--- config.mk ---
export PLATFORM = sky130hd
export DESIGN_NAME = booth_share_ctrl
export DESIGN_NICKNAME = d
export VERILOG_FILES = /design/src/rtl/booth_share_pkg.sv /design/src/rtl/rr_pick2.sv /design/src/rtl/booth_share_ctrl.sv
export SDC_FILE = /design/constraint.sdc
export NUM_CORES = 1
export LEC_CHECK = 0
export CAP_MARGIN = 10
export CORE_ASPECT_RATIO = 0.5
export CORE_MARGIN = 5
export CORE_UTILIZATION = 40
export DETAILED_ROUTE_END_ITERATION = 6
export PLACE_DENSITY = 0.73
export SLEW_MARGIN = 0
export SYNTH_ARGS = -nofsm -noshare
export SYNTH_HDL_FRONTEND = slang
export SYNTH_HIERARCHICAL = 1
export SYNTH_SLANG_ARGS = --single-unit
--- constraint.sdc ---
create_clock -name clk -period 2.05 [get_ports clk]
set_input_delay 0.205 -clock clk [delete_from_list [all_inputs] [get_ports clk]]
set_output_delay 0.205 -clock clk [all_outputs]
set_load 0.03 [all_outputs]
--- src/rtl/booth_share_pkg.sv ---
// Shared types and sizing helpers for the booth multiplier share controller.
// Holds the FSM state encoding, default widths and the counter-width function.
package booth_share_pkg;

    typedef enum logic [2:0] {
        IDLE,
        ISSUE,
        SETTLE,
        WAIT,
        DONE
    } state_t;

    localparam int DEF_W  = 8;
    localparam int DEF_PW = 2 * DEF_W;

    // Bits needed to count up to max(settle, timeout).
    function automatic int cnt_width(input int settle, input int timeout);
        int m;
        int w;
        m = (settle > timeout) ? settle : timeout;
        w = 1;
        while ((1 << w) < (m + 1)) begin
            w++;
        end
        return w;
    endfunction

endpackage

--- src/rtl/rr_pick2.sv ---
// Combinational two-way round-robin picker.
// Ports: req0/req1 requests, ptr preferred port; grant_valid any request, grant_idx winner.
module rr_pick2 (
    input  logic req0,
    input  logic req1,
    input  logic ptr,
    output logic grant_valid,
    output logic grant_idx
);

    always_comb begin
        grant_valid = req0 | req1;
        grant_idx   = 1'b0;
        unique case ({req1, req0})
            2'b11:   grant_idx = ptr;
            2'b10:   grant_idx = 1'b1;
            default: grant_idx = 1'b0;
        endcase
    end

endmodule

--- src/rtl/booth_share_ctrl.sv ---
// Time-shares one sequential booth multiplier between two requesters.
// Ports: req/a/b in and gnt/done/res out per port; mul_* drive/observe booth; busy, err status.
module booth_share_ctrl
    import booth_share_pkg::*;
#(
    parameter int W       = DEF_W,
    parameter int SETTLE  = 2,
    parameter int TIMEOUT = 64
) (
    input  logic             clk,
    input  logic             rst,
    input  logic             req0,
    input  logic [W-1:0]     a0,
    input  logic [W-1:0]     b0,
    output logic             gnt0,
    output logic             done0,
    output logic [2*W-1:0]   res0,
    input  logic             req1,
    input  logic [W-1:0]     a1,
    input  logic [W-1:0]     b1,
    output logic             gnt1,
    output logic             done1,
    output logic [2*W-1:0]   res1,
    output logic             mul_start,
    output logic [W-1:0]     mul_in1,
    output logic [W-1:0]     mul_in2,
    input  logic             mul_valid,
    input  logic [2*W-1:0]   mul_out,
    output logic             busy,
    output logic             err
);

    localparam int PW = (W == DEF_W) ? DEF_PW : 2 * W;
    localparam int CW = cnt_width(SETTLE, TIMEOUT);
    localparam logic [CW-1:0] SET_LAST = CW'(SETTLE - 1);
    localparam logic [CW-1:0] TO_LAST  = CW'(TIMEOUT - 1);

    state_t        state;
    logic          owner;
    logic          ptr;
    logic [CW-1:0] cnt;
    logic          grant_valid;
    logic          grant_idx;

    rr_pick2 u_pick (
        .req0        (req0),
        .req1        (req1),
        .ptr         (ptr),
        .grant_valid (grant_valid),
        .grant_idx   (grant_idx)
    );

    always_ff @(posedge clk or posedge rst) begin
        if (rst) begin
            state     <= IDLE;
            owner     <= 1'b0;
            ptr       <= 1'b0;
            cnt       <= '0;
            gnt0      <= 1'b0;
            gnt1      <= 1'b0;
            done0     <= 1'b0;
            done1     <= 1'b0;
            res0      <= '0;
            res1      <= '0;
            mul_start <= 1'b0;
            mul_in1   <= '0;
            mul_in2   <= '0;
            busy      <= 1'b0;
            err       <= 1'b0;
        end else begin
            gnt0      <= 1'b0;
            gnt1      <= 1'b0;
            done0     <= 1'b0;
            done1     <= 1'b0;
            err       <= 1'b0;
            mul_start <= 1'b0;
            unique case (state)
                IDLE: begin
                    if (grant_valid) begin
                        owner     <= grant_idx;
                        mul_in1   <= grant_idx ? a1 : a0;
                        mul_in2   <= grant_idx ? b1 : b0;
                        gnt0      <= ~grant_idx;
                        gnt1      <= grant_idx;
                        mul_start <= 1'b1;
                        busy      <= 1'b1;
                        state     <= ISSUE;
                    end
                end
                ISSUE: begin
                    cnt   <= '0;
                    state <= booth_share_pkg::SETTLE;
                end
                booth_share_pkg::SETTLE: begin
                    // booth may still show valid from its previous op here
                    if (cnt == SET_LAST) begin
                        cnt   <= '0;
                        state <= WAIT;
                    end else begin
                        cnt <= cnt + 1'b1;
                    end
                end
                WAIT: begin
                    // a valid on the final timeout cycle still counts
                    if (mul_valid) begin
                        if (owner) res1 <= mul_out[PW-1:0];
                        else       res0 <= mul_out[PW-1:0];
                        done0 <= ~owner;
                        done1 <= owner;
                        cnt   <= '0;
                        state <= DONE;
                    end else if (cnt == TO_LAST) begin
                        if (owner) res1 <= '0;
                        else       res0 <= '0;
                        done0 <= ~owner;
                        done1 <= owner;
                        err   <= 1'b1;
                        cnt   <= '0;
                        state <= DONE;
                    end else begin
                        cnt <= cnt + 1'b1;
                    end
                end
                DONE: begin
                    ptr   <= ~owner;
                    busy  <= 1'b0;
                    state <= IDLE;
                end
                default: begin
                    busy  <= 1'b0;
                    state <= IDLE;
                end
            endcase
        end
    end

endmodule

## After elaboration in Yosys (flattened, before gate mapping)

Cells that the tools add are included.

| word-level totals | value |
|---|---|
| flip-flop bits (word level) | 67 |

| operators by class | value |
|---|---|
| bitwise logic cells | 4 |
| add/sub/neg operators | 1 |
| eq/ne operators | 11 |
| muxes and demuxes | 37 |
| reductions and logical operators | 9 |

Operators by type and width:

| operator | number |
|---|---|
| two-way mux 16 bit | 8 |
| two-way mux 7 bit | 3 |
| case mux 7 bit (3 select lines) | 1 |
| two-way mux 1 bit | 16 |
| two-way mux 8 bit | 2 |
| two-way mux 3 bit | 4 |
| case mux 3 bit (4 select lines) | 1 |
| AND reduction 3 bit | 3 |
| adder 7 x 1 -> 7 bit, second input constant | 1 |
| == test 7 x 1 -> 1 bit, second input constant | 1 |
| == test 7 x 6 -> 1 bit, second input constant | 1 |
| == test 3 x 2 -> 1 bit, second input constant | 2 |
| == test 2 bit, second input constant | 2 |
| inequality test 2 bit, second input constant | 2 |
| case mux 1 bit (2 select lines) | 2 |
| AND reduction 2 bit | 2 |
| == test 3 x 1 -> 1 bit, second input constant | 1 |
| == test 3 bit, second input constant | 1 |
| logical NOT 3 bit | 1 |
| inequality test 3 bit, second input constant | 1 |
| inverter 1 bit | 3 |
| nonzero test 3 bit | 1 |
| OR reduction 3 bit | 1 |
| nonzero test 2 bit | 1 |
| bitwise OR 1 bit | 1 |

## Logic depth before layout (Yosys ltp)

| logic depth | value |
|---|---|
| depth after elaboration | 5 |
| gate-level depth with buffers | 7 |
| depth with buffers taken out | 5 |

## Cells and area by module

The synthesis kept the hierarchy.

Modules (own cells, without submodules):

| module | cells each | area an instance (um2) | instances | seq. area each (um2) |
|---|---|---|---|---|
| booth_share_ctrl | 242 | 2979.1 | 1 | 1676.6 |
| rr_pick2 | 3 | 17.5 | 1 | 0.0 |

## Worst setup path before layout

No wires, ideal clock.

| timing | value |
|---|---|
| path kind | reg-to-reg |
| start | register cnt[0] |
| end | register res1[0] |
| arrival | 1.759 ns |
| stages on the path, launching flop included | 8 |
| setup time | 0.125 ns |
| required time | 1.925 ns |
| period minus slack after synthesis | 1.885 ns |
| slack | 0.165 ns |
| path through | dfrtp_1 > ha_1 > and3b_1 > a21o_1 > and3_1 > buf_6 > buf_6 > mux2_4 |

| on the way | value |
|---|---|
| cells in the longest elaborated chain, start to end | 3 |

Ends and longest elaborated chain:

| item | line | source |
|---|---|---|
| start: declaration | booth_share_ctrl.sv:41 | `logic [CW-1:0] cnt;` |
| start signal: assignment | booth_share_ctrl.sv:100 | `cnt <= cnt + 1'b1;` |
| start signal: assignment | booth_share_ctrl.sv:121 | `cnt <= cnt + 1'b1;` |
| == test 7 x 6 -> 1 bit | booth_share_ctrl.sv:112 | `end else if (cnt == TO_LAST) begin` |
| nonzero test 2 bit (no line) | -- |  |
| AND reduction 3 bit (no line) | -- |  |
| end signal: assignment | booth_share_ctrl.sv:106 | `if (owner) res1 <= mul_out[PW-1:0];` |
| end: declaration | booth_share_ctrl.sv:23 | `output logic [2*W-1:0] res1,` |

No other way between the ends.
A chain may end at the register's enable or synchronous reset.

## Worst setup path after layout

| timing | value |
|---|---|
| start | register cnt[1] |
| end | register res0[15] |

| on the way | value |
|---|---|
| cells in the longest elaborated chain, start to end | 3 |

Ends and longest elaborated chain:

| item | line | source |
|---|---|---|
| == test 7 x 6 -> 1 bit | booth_share_ctrl.sv:112 |  |
| nonzero test 2 bit (no line) | -- |  |
| AND reduction 3 bit (no line) | -- |  |
| end signal: assignment | booth_share_ctrl.sv:107 | `else res0 <= mul_out[PW-1:0];` |
| end: declaration | booth_share_ctrl.sv:17 | `output logic [2*W-1:0] res0,` |

No other way between the ends.

==> results.yml <==
yosys:
  ys_seq_area_share_pct: 55.9
  ys_types: 35
  yosysTopAreaCell: "dfrtp_1"
  syn_avg_cell_area_sq_um: 12.2
  yosysWarningCount: 6
  ys_seq_elements: 67
  synth_area_leaders: "dfrtp_1 56%, mux2_4 9.0%, mux2_1 5.6%"
  syn_area_sq_mm: 0.00300
  synth_cells: 245
  yosysTopAreaCellShare_pct: 55.9
  syn_nets: 300
clocking:
  cts_buffer_depth: 2
  root_buffer: "clkbuf_16"
  htree_levels: 3
  clock-sinks: 67
  hold_buffers: 0
  cts.reportedPaths.clkPinSlew_ns: 0.05
  cts_tree: "built"
  cts_buffers: 9
  insertion_delay_ns: 0.33
  cts_setup_buffers: 0
route:
  wl_per_cell_um: 15.8
  drtPass1Iterations: 4
  vias_per_cell: 4.92
  drt_iter0_markers: 131
  drc: 0
  route.antenna.remaining_nets: 0
  vias: 2261
  drt_wl_total_um: 7270
power_and_ir_drop:
  clkPwrFrac_pct: 20.1
  vdd_drop_max_v: 0.000669
  pwr-share-seq_pct: 32.4
  pwr-share-comb_pct: 47.5
  power_mw: 6.90
  leakage_nw: 1.99
  p_sw_mw: 2.65
  internal-power_mw: 4.25
  powerDensity_mw_per_mm2: 1540
  swShare_pct: 38.4
timing:
  setup_tns_ns: 0
  rsz0062_at_grt: "no"
  post-route-period-util_pct: 91.2
  fmax_mhz: 535
  maxSlewViolCount: 0
  tightest_slew_ns: 0.404
  hold_violations: 0
  relSlewSlack_pct: 73.1
  setup_violations: 0
  whs_ns: 0.192
  fin_worst_skew_ns: 0.00698
  fin_crit_ns: 1.87
die:
  io_pins: 108
  start_util_pct: 41.1
  die_height_um: 71.2
  rows: 22
  die-area_sq_mm: 0.00943
  core-area_sq_mm: 0.00729
  chipWidth_um: 132
global_route:
  grt_start_max_net_pins: 34
  use_met1_pct: 18.9
  gr-total-overflow: 0
  grt.busiest_layer: "met2"
  antenna_found_initial: 0
  met2_usage_pct: 29.3
  grt_pass1_wl_um: 12400
  grt_pass1_vias: 2499
  track_usage_pct: 16.5
  grtUsageMet3_pct: 5.82
critical_path:
  crit_chain: "ha_1 -> and3b_1 -> a21o_1 -> and3b_1 -> buf_6 -> mux2_1"
  cp-end-kind: "flip-flop"
  critical_path.max_stage_delay_ns: 0.41
  crit_start: "cnt[1]"
  rr_startpoint: "cnt[1]"
  r2r-end: "res0[15]"
  worst_setup_path_start_kind: "flip-flop"
  cp_common_cell: "and3b_1"
  worstRegToRegCells: 6
  critPathKind: "flip-flop to flip-flop"
  crit_required_ns: 2.26
  crit_slowest_cell: "dfrtp_1"
  worstPathMaxFanout: 17
  reg2reg_slack_ns: 0.18
  arrival_ns: 2.08
layout:
  seq_area_sq_mm: 0.00168
  n_antenna_cell: 0
  drive_above_1_share_pct: 12.4
  utilization_pct: 61.5
  area_delta_synth_final_pct: 49.8
  layout.nets: 416
  fillCellCount: 580
  instances_no_fill: 460
  multiInputGateArea_sq_mm: 0.00123
placed_design:
  gp_congestion: 0.776
  port_buffers: 107
  hpwl_um: 5460
  place_inst: 446
run:
  drv_cap: 0
outcome:
  status: "finished, final reports clean"
min_path:
  hp-class: "input port to async pin"
worst max-delay path: cells and delay by family (launching register included):
| kind | cells | cell delay (ns) |
|---|---|---|
| and+or+nand+nor | 2 | 0.38 |
| AOI/OAI and AO/OA | 1 | 0.20 |
| muxes | 1 | 0.32 |
| adders and majority gates | 1 | 0.26 |
| buffers and inverters | 1 | 0.17 |
| DFF | 1 | 0.41 |
what timing repair did:
item / in CTS / in global routing
resized for setup: 0 / 2
hold endpoints to repair: 0 / 0
endpoints found under the setup margin: 0 / 16
cells in the final DEF (no fill, tap or decap), types with 3 or more instances in the layout:
cell,synthesis,final
nand2_1,13,13
nor2b_1,3,3
nor2_1,20,20
o21ai_1,6,6
nand3_1,3,3
clkbuf_16,0,9
a21oi_1,17,17
dfrtp_1,67,67
mux2_4,18,18
mux2_1,15,15
and3_1,4,4
clkinv_2,0,3
o21ai_0,4,4
mux2i_1,16,16
inv_1,5,4
and2_1,18,18
clkdlybuf4s50_1,0,107
buf_4,0,6
layer usage:
metal  part of all wire (%)  vias up
met5                      0        -
met2                     54       56
met3                    4.5        9
met1                     40     1121
met4                    1.2        0
li1                       -     1075
worst max path at each step:
stage / end / cells past startpoint / slack, ns
after floorplan: busy / 1 / 0.16
after global placement: res1[14] / 6 / 0.17
after detailed placement: res0[9] / 6 / 0.13
after CTS: res0[9] / 6 / 0.12
after global routing: res0[15] / 6 / 0.02
final: res0[15] / 6 / 0.18
cell families (layout without fill, tap and decap cells):
kind of cell | count (synthesis) | in the layout | share of synthesized area (%)
compound gates | 36 | 36 | 6.89
simple gates | 71 | 71 | 12.2
xor+xnor | 3 | 3 | 0.877
mux | 49 | 49 | 20.0
flops | 67 | 67 | 55.9
buf+inv | 17 | 136 | 3.21
fa+ha+maj | 2 | 2 | 0.835
synthesized netlist by cell type:
library cell / count
o22ai_1: 2
nor3_1: 2
mux2_1: 15
and2_1: 18
ha_1: 2
a21oi_1: 17
a21boi_1: 1
nand2_1: 13
and3_1: 4
mux2i_1: 16
o211ai_1: 1
nand2b_1: 1
nand4bb_1: 1
inv_1: 5
buf_6: 4
a31oi_1: 1
o21ai_0: 4
nor2b_1: 3
xnor2_1: 1
nand3_1: 3
mux2_4: 18
o21bai_1: 1
nor4_1: 2
or2_1: 1
a311oi_2: 1
buf_2: 2
clkbuf_1: 2
dfrtp_1: 67
xor2_1: 2
nor2_1: 20
buf_1: 4
and3b_1: 2
nand3b_1: 1
a21o_1: 2
o21ai_1: 6
per-stage QoR:
stage               setup slack (ns)  area, sq um
detailed placement             0.132         4210
finish                         0.180         4490
global route                  0.0157         4490
CTS                            0.123         4480
global placement               0.173         4210
floorplan                      0.162         3000
registers in the layout (all words and copies together) (netlist names), 3 cells and up:
| register | cells |
|---|---|
| res0 | 16 |
| mul_in1 | 8 |
| res1 | 16 |
| state | 3 |
| cnt | 7 |
| mul_in2 | 8 |
power by group through the flow:
stage	combinational [mW]	sequential, mW	clock (mW)
after floorplan	1.04	3.11	0
after global placement	3.23	2.23	0
after detailed placement	3.30	2.25	0
after CTS	3.31	2.25	1.42
after global routing	3.47	2.31	1.49
final	3.27	2.24	1.38
layout make-up:
class,count,share of cell area [%]
inverters,5,0.418
multi-input cells,161,27.3
well taps,96,2.68
clock inverters,3,0.334
flip-flops and latches,67,37.3
repair buffers,117,26.3
clock buffers,11,5.63
(Power assumes the default switching activity.)
